<file path="src/rtl/phase_bank.sv">
// Double-buffered per-channel phase bank: host writes land in a shadow bank and are copied to the
// active bank only at a PWM period boundary after a commit. Optional readback port: PHASE_BANK_READBACK_EN.
module phase_bank #(
  parameter int NUM_CHANNELS = 64,
  parameter int PHASE_W      = 8,
  parameter int FRAME_CNT_W  = 16
) (
  input  logic                            clk,
  input  logic                            rst,
  input  logic                            phase_parse_en,
  input  logic [31:0]                     latest_data,
  input  logic                            period_start,
  input  logic                            clear_error,
`ifdef PHASE_BANK_READBACK_EN
  input  logic [7:0]                      rd_channel,
  output logic [PHASE_W-1:0]              rd_phase,
`endif
  output logic [NUM_CHANNELS*PHASE_W-1:0] phases_out,
  output logic                            swap_pending,
  output logic                            swap_done,
  output logic                            parse_error,
  output logic [FRAME_CNT_W-1:0]          frame_count
);

  typedef enum logic {IDLE, PENDING} state_t;

  state_t state, state_nxt;

  logic [PHASE_W-1:0] shadow [NUM_CHANNELS];
  logic [PHASE_W-1:0] active [NUM_CHANNELS];

  logic [PHASE_W-1:0] phase;
  logic [8:0]         ch;
  logic               commit, bcast, ch_valid, write_err, swap_now, swap_q;
  logic               unused_bits;

  assign phase       = latest_data[PHASE_W-1:0];
  assign ch          = {1'b0, latest_data[15:8]};
  assign commit      = latest_data[16];
  assign bcast       = latest_data[17];
  assign ch_valid    = ch < 9'(NUM_CHANNELS);
  assign write_err   = phase_parse_en & ~bcast & ~ch_valid;
  assign unused_bits = ^{latest_data[31:18], latest_data[7:0]};

  always_comb begin
    state_nxt = state;
    swap_now  = 1'b0;
    case (state)
      IDLE:    if (phase_parse_en && commit) state_nxt = PENDING;
      PENDING: if (period_start) begin
        swap_now  = 1'b1;
        // a commit arriving on the swap edge re-arms for the next boundary
        state_nxt = (phase_parse_en && commit) ? PENDING : IDLE;
      end
      default: state_nxt = IDLE;
    endcase
  end

  always_ff @(posedge clk) begin
    if (rst) state <= IDLE;
    else     state <= state_nxt;
  end

  always_ff @(posedge clk) begin
    if (rst) begin
      for (int i = 0; i < NUM_CHANNELS; i++) shadow[i] <= '0;
    end else if (phase_parse_en) begin
      for (int i = 0; i < NUM_CHANNELS; i++)
        if (bcast || ch == 9'(i)) shadow[i] <= phase;
    end
  end

  // copy sees pre-edge shadow, so a write on the swap edge waits for the next boundary
  always_ff @(posedge clk) begin
    if (rst) begin
      for (int i = 0; i < NUM_CHANNELS; i++) active[i] <= '0;
    end else if (swap_now) begin
      for (int i = 0; i < NUM_CHANNELS; i++) active[i] <= shadow[i];
    end
  end

  always_ff @(posedge clk) begin
    if (rst) begin
      frame_count <= '0;
      swap_q      <= 1'b0;
      swap_done   <= 1'b0;
      parse_error <= 1'b0;
    end else begin
      if (swap_now) frame_count <= frame_count + 1'b1;
      swap_q    <= swap_now;
      swap_done <= swap_q;
      if (write_err)        parse_error <= 1'b1;
      else if (clear_error) parse_error <= 1'b0;
    end
  end

  always_comb begin
    phases_out = '0;
    for (int i = 0; i < NUM_CHANNELS; i++) phases_out[i*PHASE_W +: PHASE_W] = active[i];
  end

  assign swap_pending = (state == PENDING);

`ifdef PHASE_BANK_READBACK_EN
  always_ff @(posedge clk) begin
    if (rst) begin
      rd_phase <= '0;
    end else begin
      rd_phase <= '0;
      for (int i = 0; i < NUM_CHANNELS; i++)
        if ({1'b0, rd_channel} == 9'(i)) rd_phase <= active[i];
    end
  end
`endif

endmodule
</file>
<file path="config.mk">
export PLATFORM = sky130hd
export DESIGN_NAME = phase_bank
export DESIGN_NICKNAME = d
export VERILOG_FILES = /design/src/rtl/phase_bank.sv
export SDC_FILE = /design/constraint.sdc
export NUM_CORES = 1
export LEC_CHECK = 0
export ABC_AREA = 1
export BUFFER_PORTS_ARGS = -buffer_cell sky130_fd_sc_hd__buf_2
export CAP_MARGIN = 10
export CORE_MARGIN = 2
export CORE_UTILIZATION = 55
export DETAILED_ROUTE_END_ITERATION = 7
export PLACE_DENSITY = 0.83
export RECOVER_POWER = 50
export SLEW_MARGIN = 20
export SYNTH_ARGS = -nofsm -noshare
export SYNTH_HDL_FRONTEND = slang
export SYNTH_SLANG_ARGS = --single-unit
</file>
<file path="constraint.sdc">
create_clock -name clk -period 15.7 [get_ports clk]
set_input_delay 0 -clock clk [delete_from_list [all_inputs] [get_ports clk]]
set_output_delay 0 -clock clk [all_outputs]
set_load 0.02 [all_outputs]
</file>
After elaboration in Yosys (flattened, before gate mapping)

Memories as Yosys holds them, arrays and structs flattened.
Index checks and enable logic that the tools add are counted.

Bits in registers: 20
Memory bits (writable): 1024
Input port bits: 37
Output and inout port bits: 531
Logic and storage cells: 668
Memories kept: 2

Add/sub/neg operators: 1
$lt $le $gt $ge: 1
Eq/ne operators: 63
Muxes and demuxes: 396
Bitwise gates (word level): 133
Reductions and logical operators: 67

Memories:

| memory | depth | bits a word | rd ports | clocked after Yosys merged registers in | write ports | RTL line | text |
|---|---|---|---|---|---|---|---|
| active | 64    | 8           | 64       | 0                                       | 64          | 30       | `logic [PHASE_W-1:0] active [NUM_CHANNELS];` |
| shadow | 64    | 8           | 64       | 0                                       | 64          | 29       | `logic [PHASE_W-1:0] shadow [NUM_CHANNELS];` |

Operator list:

| cell                  | number |
|---|---|
| $mux 8                | 128 |
| $mux 1                | 267 |
| $eq 8x6->1 const B    | 32 |
| $eq 8x5->1 const B    | 16 |
| $or 1x1->1            | 128 |
| $eq 8x4->1 const B    | 8 |
| $logic_or 1x1->1      | 64 |
| $eq 8x3->1 const B    | 4 |
| $add 16x1->16 const B | 1 |
| $eq 8x2->1 const B    | 2 |
| $logic_not 9->1       | 1 |
| $eq 8x1->1 const B    | 1 |
| $lt 8x7->1 const B    | 1 |
| $not 1->1             | 3 |
| $and 1x1->1           | 2 |
| $pmux 1 s2            | 1 |
| $reduce_bool 2->1     | 1 |
| $logic_and 1x1->1     | 1 |

Logic depth before layout (Yosys ltp)

Depth after elaboration: 7
Depth in mapped cells: 7
Gate-level depth less buffers: 7

Least setup slack after synthesis

No wires, ideal clock.

Kind: reg2reg
Start point: register state (netlist: swap_pending)
End point: memory active[0][0], enable pin
Arrival: 8790 ps
Data required time: 12020 ps
Setup slack: 3230 ps
Stages on the path, launching flop included: 3
Buffers on the path: 0
Cell sequence: dfxtp_1 nand2_2 nand2_1

RTL lines:

| what                   | RTL line | text |
|---|---|---|
| from (decl)            | 27       | `state_t state, state_nxt;` |
| from (signal assigned) | 61       | `else state <= state_nxt;` |
| to (decl)              | 30       |  |

==> results by group <==
Run status
  – Result of the run: finished, violations left
  – Violations in the final reports: max-capacitance violations, max-slew violations

Timing
  – Share of the clock period used by the worst path: 57.9%
  – Final setup TNS: 0 ps
  – Final Setup Violations: 0
  – Period minus WS final: 9090 ps
  – Clock skew after layout: 31.9 ps
  – Post-route worst setup slack: 6610 ps
  – Final number of hold-violating endpoints: 0
  – Count of pins over their slew limit: 639
  – Slew Limit Headroom: -164%
  – Slew @ Worst Pin: 3960 ps
  – Maximum clock rate: 110 MHz
  – Setup repair after global routing missed its margin: false

Power and ir drop
  – P_leak: 17.6 nW
  – Fraction of power consumed by combinational cells: 7.2%
  – Total internal power: 4.69 mW
  – Sw Share: 23.6%
  – Power per Cell Area: 137 nW/um2
  – Clock Power Share: 37.7%
  – Switching power summed over all nets: 1.45 mW
  – Worst VDD drop: 94.2 uV
  – Power share of the sequential group: 55.0%

Synth
  – Dominant cell type by area after synthesis: edfxtp_1
  – Synth Net Count: 2863
  – Async set-or-reset flop fraction in the synthesized netlist: 0%
  – Cells taking the most area after synthesis: edfxtp_1 (79%), nor2_1 (7.1%), inv_1 (5.3%)
  – Primary flip-flop cell chosen by synthesis mapping: edfxtp_1
  – Mapped Cells: 2825
  – Syn Area/Cell: 13.7 um2
  – Number of flops mapped to enable cells by yosys: 1024
  – FF+latch count, synth: 1044
  – Mapped Area: 38700 um2
  – Portion of synthesized cell area occupied by the leading cell type: 79.4%
  – Count of distinct cell types in the synthesized netlist: 29
  – Number of warnings printed during yosys synthesis: 0
  – Part of the Yosys area used for sequential elements: 80.5%

Layout
  – Leading cell types in the layout, fill and taps excluded: edfxtp_1 (1024), nor2_1 (750), clkbuf_1 (562), inv_1 (549), nand2_1 (154)
  – Most frequent standard cell in the layout excluding fill and tap cells: edfxtp_1
  – Fill cell total of the finished layout: 5125
  – NumNets Final: 3441
  – Proportion of layout cells with a drive suffix above 1: 9.16%
  – Area Overhead vs Synth: 15.5%

Die
  – Core area: 69900 um2
  – Number of placed I/O pins: 568
  – Initial core utilization: 55.4%
  – Row cnt: 97
  – Die height: 269 um
  – Die Outline Area: 72500 um2
  – Floorplan die width: 269 um

Clocking
  – Clock buffers created by TritonCTS: 100
  – Number of clock sinks: 1044
  – Depth of the CTS H-tree: 3
  – CTS tree: done
  – Maximum root-to-sink buffer count: 3
  – Clock slew seen by the registers of the worst setup and hold paths: 60 ps
  – Number of instances resized during post-cts repair: 0
  – Setup bufs post-CTS: 0
  – Root buffer cell: clkbuf_16
  – Insertion delay of the later-clocked pin in the worst-skew pair: 660 ps

Global routing
  – Via count of the first global-routing pass: 22000
  – Global-route wire length before repair: 134000 um
  – GRT Util Overall: 25.2%
  – Maximum number of pins on one net before global-route repair: 156
  – Number of antenna violations at the first check in global routing: 9
  – Total gr overflow: 0

Drt
  – Count of routing violations after the opening detailed-route iteration: 2370
  – Post-route antenna net violation count: 0
  – Total via count in the routed design: 22300
  – Routed via count divided by cell count: 5.05
  – Drc violations: 0
  – Detailed-route wire length: 92400 um
  – Number of optimization iterations in the first detailed-route pass: 8
  – Mean routed wirelength per cell: 20.9 um

Placed design
  – Port Buffers: 553
  – DP Worst Slack: 11120 ps
  – Post-DP HPWL: 56400 um
  – RD Place Congestion: 0.818

Critical path
  – Register-to-Register Setup Slack: 11730 ps
  – CP required: 15730 ps
  – CP max FO: 85
  – Data arrival time at the worst-slack endpoint: 9120 ps
  – Worst path slowest cell: clkbuf_1
  – Classification of the worst setup path: in2reg
  – Critical path startpoint category: input pin
  – Largest stage delay on the critical path: 2600 ps
  – Critical path cell sequence: dlygate4sd3_1 > clkbuf_1 > clkinvlp_2 > nand2_2 > clkbuf_1 > inv_1 > clkbuf_1
  – Critical path capture point type: flop
  – Top cell by count, worst path: clkbuf_1

Worst hold path
  – Min-Delay Path Class: in2reg

Run
  – Max-capacitance violation count: 15
==> worst paths after layout <==
path                       start             end  cells past startpoint
setup / recovery             rst   shadow[1][45]                      7
hold reg to reg           swap_q       swap_done                      2
setup reg to reg    swap_pending    active[0][6]                      5
hold / removal    phase_parse_en  shadow[0][244]                      3
==> per-stage QoR <==
step                area, um2  hold WS (ps)  power (mW)  util, %  instances
global placement        42300           283        3.87     60.4       4237
CTS                     45500          29.5        6.18     65.0       4421
global route            44700           121        6.32     63.9       4421
detailed placement      42300           295        3.89     60.4       4237
floorplan               38700           149        3.73        -       2825
finish                  44700          97.2        6.14     63.9       4425
==> final cells by class <==
cell class                      instances  area [um2]  area share (%)
Inverter                              554        2090            4.67
Clock inverter                         61         553            1.24
Timing Repair Buffer                  586        2320            5.19
Clock buffer                          119        2600            5.83
Multi-Input combinational cell       1117        4790            10.7
Sequential cell                      1044       31100            69.7
Tap cell                              940        1180            2.63
Antenna cell                            4        10.0          0.0224
==> cells by family (layout without fill, tap and decap cells) <==
logic type	after synthesis	after routing	share of synthesized area, %
AOI/OAI and AO/OA	78	78	1.20
xor gates and xnor gates	2	2	0.0453
adders and majority gates	1	1	0.0323
buffers and inverters	664	1320	7.03
DFF	1044	1044	80.5
other	0	4	0
and+or+nand+nor	1036	1036	11.2
==> power by group through the flow <==
stage	Clock, mW	Combinational (mW)	Sequential (mW)
finish	2.31	0.445	3.38
global route	2.44	0.479	3.39
CTS	2.34	0.470	3.37
detailed placement	0	0.464	3.43
global placement	0	0.449	3.42
floorplan	0	0.178	3.56
==> critical path, delay by kind of cell <==
family,cells,cell delay (ps)
buffers and inverters,6,8800
AND/OR/NAND/NOR,1,270
==> metal layers <==
layer	routed length [um]	global-route usage [%]	vias up
met2	47800	44.0	1069
met1	33100	30.4	10800
met3	7260	4.76	225
li1	-	-	10200
met5	82	0	-
met4	4250	11.7	10
==> registers in the layout (all words and copies together), names as in the netlist <==
name	count
shadow	512
frame_count	16
active	512
parse_error	1
swap_done	1
swap_pending	1
swap_q	1
==> synth_stat cells, types with 2 or more instances <==
cell type  instances
o21ai_2           20
o21ai_0           40
nor2_1           729
nand2_1          157
nand2_2           37
xor2_1             2
dfxtp_1           20
inv_1            551
clkbuf_1          22
o21ai_1            9
buf_6              3
nand3_1           14
buf_4              2
inv_2              3
buf_8              8
nand3_4            2
edfxtp_1        1024
nor2_2            79
nor2_4            13
a21oi_1            9
buf_2             73
==> repair_timing <==
action	CTS	global route
setup endpoints to repair	0	0
hold buffers	4	0
endpoints found under the hold margin	89	0
(Power assumes the default switching activity.)
